<file path="src/rtl/mem_stage_access.sv">
// mem_stage_access: consumer end of the EXE/MEM pipeline register.
// Decodes the memory-control field of the op held in the EXE latch and runs
// byte-wide memory/IO cycles on the 8-bit system bus (req/ack handshake).
// A 16-bit access is split into a low byte cycle at Result_in and a high
// byte cycle at Result_in+1. stall_out holds the upstream latches until the
// access completes; the result is presented to the MEM latch in DONE.
//
// Optional build macro: MEM_TIMEOUT_EN
//   Adds an 8-bit wait counter. After TIMEOUT unacknowledged bus cycles the
//   access is aborted, bus_err pulses for one cycle and reads return 16'hFFFF.
//   Without it the FSM waits indefinitely and bus_err is tied low.
//
// Ports:
//   CLK, RST                     clock, asynchronous active-high reset
//   *_in  (EXE latch side)       Wr_id, Fmask, MEMctrl, Flags, Result (address),
//                                Src1 (store data), seqNPC, EOI
//   stall_in                     MEM latch cannot accept this cycle
//   *_out (MEM latch side)       Wr_id, Fmask, MEMctrl, Flags, seqNPC, EOI,
//                                Data_out (load data or Result_in)
//   stall_out                    hold EXE and earlier latches
//   bus_req/we/io/addr/wdata     system bus request side (registered)
//   bus_ack/rdata                system bus response side
//   bus_err                      one-cycle pulse on an aborted access
module mem_stage_access #(
   parameter int unsigned TIMEOUT = 64
) (
   input  logic        CLK,
   input  logic        RST,
   input  logic [4:0]  Wr_id_in,
   input  logic [7:0]  Fmask_in,
   input  logic [6:0]  MEMctrl_in,
   input  logic [7:0]  Flags_in,
   input  logic [15:0] Result_in,
   input  logic [15:0] Src1_in,
   input  logic [15:0] seqNPC_in,
   input  logic        EOI_in,
   input  logic        stall_in,
   output logic [4:0]  Wr_id_out,
   output logic [7:0]  Fmask_out,
   output logic [6:0]  MEMctrl_out,
   output logic [7:0]  Flags_out,
   output logic [15:0] seqNPC_out,
   output logic        EOI_out,
   output logic [15:0] Data_out,
   output logic        stall_out,
   output logic        bus_req,
   output logic        bus_we,
   output logic        bus_io,
   output logic [15:0] bus_addr,
   output logic [7:0]  bus_wdata,
   input  logic        bus_ack,
   input  logic [7:0]  bus_rdata,
   output logic        bus_err
);

   typedef enum logic [1:0] {IDLE, REQ_LO, REQ_HI, DONE} state_t;

   state_t      state_q, state_d;
   logic        access, is_wr, is_io, is_word;
   logic        req_d, we_d, io_d;
   logic [15:0] addr_d;
   logic [7:0]  wdata_d;
   logic [7:0]  lo_q, lo_d, hi_q, hi_d;

`ifdef MEM_TIMEOUT_EN
   localparam int unsigned CNT_W       = 8;
   localparam logic [CNT_W-1:0] CNT_LAST = CNT_W'(TIMEOUT - 1);
   logic [CNT_W-1:0] cnt_q, cnt_d;
   logic             to_q, to_d;
   logic             err_d;
`else
   // Parameter only matters with the timeout; keep it referenced.
   logic [7:0] unused_timeout;
   assign unused_timeout = 8'(TIMEOUT);
`endif

   // Memory-control decode; a write wins when both rd and wr bits are set.
   assign access  = |MEMctrl_in[3:0];
   assign is_wr   = MEMctrl_in[1] | MEMctrl_in[3];
   assign is_io   = MEMctrl_in[2] | MEMctrl_in[3];
   assign is_word = MEMctrl_in[4];

   // State and bus register bank.
   always_ff @(posedge CLK or posedge RST) begin
      if (RST) begin
         state_q   <= IDLE;
         bus_req   <= 1'b0;
         bus_we    <= 1'b0;
         bus_io    <= 1'b0;
         bus_addr  <= 16'h0000;
         bus_wdata <= 8'h00;
         lo_q      <= 8'h00;
         hi_q      <= 8'h00;
`ifdef MEM_TIMEOUT_EN
         cnt_q     <= '0;
         to_q      <= 1'b0;
         bus_err   <= 1'b0;
`endif
      end else begin
         state_q   <= state_d;
         bus_req   <= req_d;
         bus_we    <= we_d;
         bus_io    <= io_d;
         bus_addr  <= addr_d;
         bus_wdata <= wdata_d;
         lo_q      <= lo_d;
         hi_q      <= hi_d;
`ifdef MEM_TIMEOUT_EN
         cnt_q     <= cnt_d;
         to_q      <= to_d;
         bus_err   <= err_d;
`endif
      end
   end

`ifndef MEM_TIMEOUT_EN
   assign bus_err = 1'b0;
`endif

   // Next-state, bus launch/advance and stall generation.
   always_comb begin
      state_d   = state_q;
      req_d     = bus_req;
      we_d      = bus_we;
      io_d      = bus_io;
      addr_d    = bus_addr;
      wdata_d   = bus_wdata;
      lo_d      = lo_q;
      hi_d      = hi_q;
      stall_out = 1'b0;
`ifdef MEM_TIMEOUT_EN
      to_d      = to_q;
      err_d     = 1'b0;
`endif
      case (state_q)
         IDLE: begin
            if (access) begin
               stall_out = 1'b1;
               addr_d    = Result_in;
               wdata_d   = Src1_in[7:0];
               we_d      = is_wr;
               io_d      = is_io;
               req_d     = 1'b1;
               state_d   = REQ_LO;
`ifdef MEM_TIMEOUT_EN
               to_d      = 1'b0;
`endif
            end
         end
         REQ_LO: begin
            stall_out = 1'b1;
            if (bus_req && bus_ack) begin
               lo_d = bus_rdata;
               if (is_word) begin
                  // Address increment wraps within 16 bits.
                  addr_d  = Result_in + 16'd1;
                  wdata_d = Src1_in[15:8];
                  state_d = REQ_HI;
               end else begin
                  req_d   = 1'b0;
                  state_d = DONE;
               end
            end
`ifdef MEM_TIMEOUT_EN
            else if (cnt_q == CNT_LAST) begin
               req_d   = 1'b0;
               err_d   = 1'b1;
               to_d    = 1'b1;
               state_d = DONE;
            end
`endif
         end
         REQ_HI: begin
            stall_out = 1'b1;
            if (bus_req && bus_ack) begin
               hi_d    = bus_rdata;
               req_d   = 1'b0;
               state_d = DONE;
            end
`ifdef MEM_TIMEOUT_EN
            else if (cnt_q == CNT_LAST) begin
               req_d   = 1'b0;
               err_d   = 1'b1;
               to_d    = 1'b1;
               state_d = DONE;
            end
`endif
         end
         DONE: begin
            // Downstream stall already freezes upstream; just hold the result.
            if (!stall_in) begin
               state_d = IDLE;
            end
         end
         default: state_d = IDLE;
      endcase
`ifdef MEM_TIMEOUT_EN
      // Wait counter restarts on every state change.
      if (state_d != state_q) begin
         cnt_d = '0;
      end else if (bus_req && !bus_ack) begin
         cnt_d = cnt_q + CNT_W'(1);
      end else begin
         cnt_d = cnt_q;
      end
`endif
   end

   // Result selection toward the MEM latch.
   always_comb begin
      Data_out = Result_in;
      if (state_q == DONE && !is_wr) begin
         if (is_word) begin
            Data_out = {hi_q, lo_q};
         end else begin
            Data_out = {8'h00, lo_q};
         end
`ifdef MEM_TIMEOUT_EN
         if (to_q) begin
            Data_out = 16'hFFFF;
         end
`endif
      end
   end

   // Control fields become a bubble while upstream is held.
   assign Wr_id_out   = stall_out ? 5'd0 : Wr_id_in;
   assign Fmask_out   = stall_out ? 8'd0 : Fmask_in;
   assign MEMctrl_out = stall_out ? 7'd0 : MEMctrl_in;
   assign EOI_out     = stall_out ? 1'b0 : EOI_in;
   assign Flags_out   = Flags_in;
   assign seqNPC_out  = seqNPC_in;

endmodule

</file>
<file path="config.mk">
export PLATFORM = sky130hd
export DESIGN_NAME = mem_stage_access
export DESIGN_NICKNAME = d
export VERILOG_FILES = /design/src/rtl/mem_stage_access.sv
export SDC_FILE = /design/constraint.sdc
export NUM_CORES = 1
export LEC_CHECK = 0
export BUFFER_PORTS_ARGS = -buffer_cell sky130_fd_sc_hd__buf_2
export CAP_MARGIN = 20
export CORE_UTILIZATION = 46
export DETAILED_ROUTE_END_ITERATION = 12
export PLACE_DENSITY = 0.9
export SETUP_SLACK_MARGIN = 0.2
export SLEW_MARGIN = 30
export SYNTH_ARGS = -nofsm -noshare
export SYNTH_HDL_FRONTEND = slang
export SYNTH_SLANG_ARGS = --single-unit
</file>
<file path="constraint.sdc">
create_clock -name CLK -period 3.3 [get_ports CLK]
set_clock_uncertainty 0.2 [all_clocks]
set_input_delay 0.495 -clock CLK [delete_from_list [all_inputs] [get_ports CLK]]
set_output_delay 0.495 -clock CLK [all_outputs]
set_load 0.05 [all_outputs]
</file>
# After elaboration in Yosys (flattened, before gate mapping)

Index checks and enable logic that the tools add are counted.

Bits in latches: 0
Register bits after elaboration: 45
Memories: 0
RAM bits: 0
Memory bits (read-only): 0
Output and inout port bits: 90
Word-level logic and storage cells: 61

Equal/unequal tests: 9
Reduce and logical (&&, ||, !) cells: 14
Multiplexer cells: 27
Multipliers: 0
$add $sub $neg: 1
Order comparisons: 0
Shifts and indexed selects: 0
Div/mod/pow operators: 0
Bitwise logic cells: 2

Operators with widths:

| operator                                                         | number |
|---|---|
| 16-bit 2-to-1 mux                                                | 5 |
| 8-bit 2-to-1 mux                                                 | 4 |
| 16-bit one-hot mux with 2 select lines                           | 1 |
| 16-bit by 1-bit adder with 16-bit output (second input constant) | 1 |
| 8-bit one-hot mux with 2 select lines                            | 1 |
| 2-bit inequality test (second input constant)                    | 6 |
| 2-bit 2-to-1 mux                                                 | 4 |
| 2-bit one-hot mux with 4 select lines                            | 1 |
| 4-bit AND reduction                                              | 2 |
| 1-bit 2-to-1 mux                                                 | 7 |
| 7-bit 2-to-1 mux                                                 | 1 |
| 2-bit AND reduction                                              | 3 |
| 5-bit 2-to-1 mux                                                 | 1 |
| 5-bit AND reduction                                              | 1 |
| 2-bit == test (second input constant)                            | 2 |
| 4-bit OR reduction                                               | 1 |
| 1-bit one-hot mux with 3 select lines                            | 1 |
| 3-bit nonzero test                                               | 1 |
| 2-bit by 1-bit == test with 1-bit output (second input constant) | 1 |
| 1-bit logical AND                                                | 2 |
| 2-bit zero test                                                  | 1 |
| 1-bit OR                                                         | 2 |
| 1-bit one-hot mux with 2 select lines                            | 1 |
| 2-bit nonzero test                                               | 1 |
| 2 further kinds                                                  | 2 |

# Depth between registers and ports, before layout

Depth after elaboration: 4
Gate-level depth with buffers: 7
Depth with buffers taken out: 6

# Worst setup path before layout

No wires, ideal clock.

Path type: input -> output
Start point: input port MEMctrl_in[0]
End point: output port Fmask_out[4]
Arrival: 2.459 ns
Stages: 5
Setup slack: 0.146 ns
Data required time: 2.605 ns
Buffers on the path: 1
Path through: nor4_2 nand2b_1 a21oi_1 clkbuf_1 nor2b_1

Word-level cells in the longest chain between the ends: 4

RTL lines:

| what                                  | RTL line | source |
|---|---|---|
| from (decl)                           | 31       | `input logic [6:0] MEMctrl_in,` |
| 4-bit OR reduction                    | 78       | `assign access = \|MEMctrl_in[3:0];` |
| 1-bit 2-to-1 mux                      | 137      | `if (access) begin` |
| 1-bit one-hot mux with 2 select lines | 135      | `case (state_q)` |
| via stall_out                         | 45       | `output logic stall_out,` |
| 8-bit 2-to-1 mux                      | 228      | `assign Fmask_out = stall_out ? 8'd0 : Fmask_in;` |
| to (decl)                             | 39       | `output logic [7:0] Fmask_out,` |

The timed path passes the listed nets, and every way through them passes these cells.

# Worst setup path after layout

Start point: register state_q[1]
End point: output port Data_out[2]

Word-level cells in the longest chain between the ends: 3

RTL lines:

| what                   | RTL line | source |
|---|---|---|
| from (decl)            | 58       | `state_t state_q, state_d;` |
| from (signal assigned) | 100      | `state_q <= state_d;` |
| 2-bit == test          | 212      | `if (state_q == DONE && !is_wr) begin` |
| 1-bit logical AND      | 212      |  |
| 16-bit 2-to-1 mux      | 212      |  |
| to (decl)              | 44       | `output logic [15:0] Data_out,` |

Every way passes these cells.

==> results.md <==
* Outcome: finished, final reports clean
* Fin crit share at 87.9%
* Syn Inst Count at about 300
* Synth area leaders: dfrtp_1 41%, mux2_2 10%, nand2_1 7.0%
* Maximum vdd drop at roughly 0.20 mV
* Sequential element share of the synthesized area at about two fifths
* RSZ-0062 raised after global routing: no
* Max Slew Vio Count at 0
* Buffer count from post-CTS setup fixing at 0
* Number of global-route vias before repair at roughly 2200
* # resized after CTS at 0
* Placed cell count at ~460
* Clock slew at reported path FFs at about 0.090 ns
* Root buf cell: clkbuf_8
* Grt met1 use at roughly a quarter
* Ys async rst share at 100%
* Final Power at roughly 1.2 mW
* DRC errors left at 0
* Slew headroom at roughly half
* CP peak stage delay at 0.57 ns
* Area of the die at 0.00627 mm^2
* Achievable frequency at ~340 MHz
* Hold Path Class: in2async
* Hpwl dp at between 5 and 6 mm
* Initial core utilization at around 49%
* Synth Flop Type: dfrtp_1
* CTS Buf Count at 5
* Worst Path Buf+Inv at 1
* # H-tree levels at 2
* Nets at about 490
* Largest net degree at the start of global routing at 46
* Top Ports at 179
* Pre-Repair DR Iteration Count at 5
* Crit path max-delay cell type: nand2_1
* GRT Util Overall at between 20% and 30%
* Crit. path cell count at 4
* N_diodes at 0
* Worst skew pair latency at around 0.3 ns
* Avg WL per Cell at roughly 15 um
* Avg Vias per Cell at around 5.2
* Worst reg-to-reg path cell count at 7
* Via Count at roughly 2400
* Area Growth Syn to Fin at 22.2%
* Top-count cell post-synth: nand2_1
* Syn Std Cell Area at 0.00274 mm^2
* Lkg Pwr at about 1.8 nW
* Top Family by Delay on Critical Path: simple AND/OR/NAND/NOR gates
* Rows at 27
* Layout cells sized above 1 at ~43%
* Layer with the highest usage: met2
* Synth area leader: dfrtp_1
* WS Path Type: reg2out
* Number of flops mapped to enable cells by yosys at 0
* Fin. Hold Viols at 0
* First-pass GRT wire length at 10.5 mm
* Critical Path End Type: output port
* Die H at about 79 um
* Total routed wirelength at 6.98 mm
* Yosys reg bits at 45
* Number of max-cap violations at 0
* Core Util, Final at 59.7%
* Hold_ws at between 0.09 and 0.1 ns
* Startpoint types: flop
* Initial antenna violation count at 0
* Final ANT Viol Nets at 0
* Routability congestion estimate at roughly 0.83
* Fillers at approximately 500
* Req. time, crit path at roughly 2.6 ns
* Die width at 79.2 um
* Clock sinks at 45
* TritonCTS clock tree: yes
* Crit path cell chain: ha_1 -> nand2_1 -> mux2_2 -> buf_2
* IO buf count at 129
* Critical path data arrival time at between 2 and 2.5 ns
* Initial DRC count at 153
* Crit path time final at between 2 and 3 ns
* Synth top area share at 41.1%
* GRT overflow at 0
* Grt met3 use at under 10%
* CP max FO at 24
* Synth cell count leaders: 51 x nand2_1, 45 x dfrtp_1, 37 x o21ai_0
* Setup TNS at 0 ns
* Post-CTS Hold Buffers at 0
* Syn avg cell area at roughly 9.2 um^2
* Core Box Area at between 0.005 and 0.006 mm^2
* Synth warn at 0
* Syn Nets at between 300 and 400
* Non-filler instance count after layout at between 400 and 500
* Final setup violation count at 0
* Power per cell area at around 340 mW/mm^2
* Met2 GRT Util at a little under two fifths
* Netlist cell types at 36
* Worst Tran Pin Value at between 0.7 and 0.8 ns
* CTS max path bufs at 2
## final cells by class
cell class	instances	area, um^2	share of cell area, %
Sequential cell	45	1130	33.6
Timing Repair Buffer	132	668	20.0
Multi-Input combinational cell	207	1350	40.3
Clock buffer	5	68.8	2.06
Tap cell	72	90.1	2.69
Inverter	6	23.8	0.710
Clock inverter	3	21.3	0.636
## metal layers
layer	wire, um	up-vias	share of wire (%)
met5	0	-	0
met2	3450	86	49
met4	230	0	3.3
met1	2910	1143	42
met3	390	23	5.6
li1	-	1188	-
## worst paths after layout
check / startpoint / to / slack (ns)
setup reg to reg: state_q[1]$_DFFE_PP0P_ / state_q[0]$_DFFE_PP0P_ / 0.87
max in group asynchronous: RST / bus_addr[0]$_DFFE_PP0P_ / 2.34
setup / recovery: state_q[1]$_DFFE_PP0P_ / Data_out[2] / 0.40
min in group CLK: bus_rdata[4] / lo_q[4]$_DFFE_PP0P_ / 0.24
hold / removal: RST / lo_q[4]$_DFFE_PP0P_ / 0.09
hold reg to reg: bus_we$_DFFE_PP0P_ / bus_we$_DFFE_PP0P_ / 0.28
## layout by cell type (no fill, tap or decap), types with 6 or more instances in the layout
cell type  instances
o21ai_0           37
nand2_1           51
nand3_1            6
mux2i_1            9
nor2_1             7
xnor2_1            9
nor2b_1           21
buf_2            129
mux2_2            25
dfrtp_1           45
## flip-flops by register name, summed over array words and instances, names as in the netlist
register   count
bus_wdata      8
bus_io         1
hi_q           8
lo_q           8
bus_req        1
bus_we         1
bus_addr      16
state_q        2
## power breakdown
group          switching, mW  internal, mW
registers            0.00696         0.565
clock network          0.196         0.150
logic                  0.164        0.0694
total                  0.367         0.785
## logic make-up (layout without fill, tap and decap cells)
family                   Yosys count  after routing  share of synthesized area (%)
AND/OR/NAND/NOR                  106            106                           19.4
adder cells (fa/ha/maj)            5              5                           2.28
multiplexers                      34             34                           13.6
flip-flops                        45             45                           41.1
XOR/XNOR                          12             12                           3.84
other                              1              1                          0.137
AO/OA/AOI/OAI                     49             49                           10.0
buffers and inverters             45            146                           9.64
## metrics by stage
stage | area, um^2 | worst slack [ns]
finish | 3350 | 0.399
CTS | 3350 | 0.416
global placement | 3260 | 0.653
detailed placement | 3260 | 0.518
floorplan | 2740 | 0.146
global route | 3350 | 0.301
(Power assumes the default switching activity.)
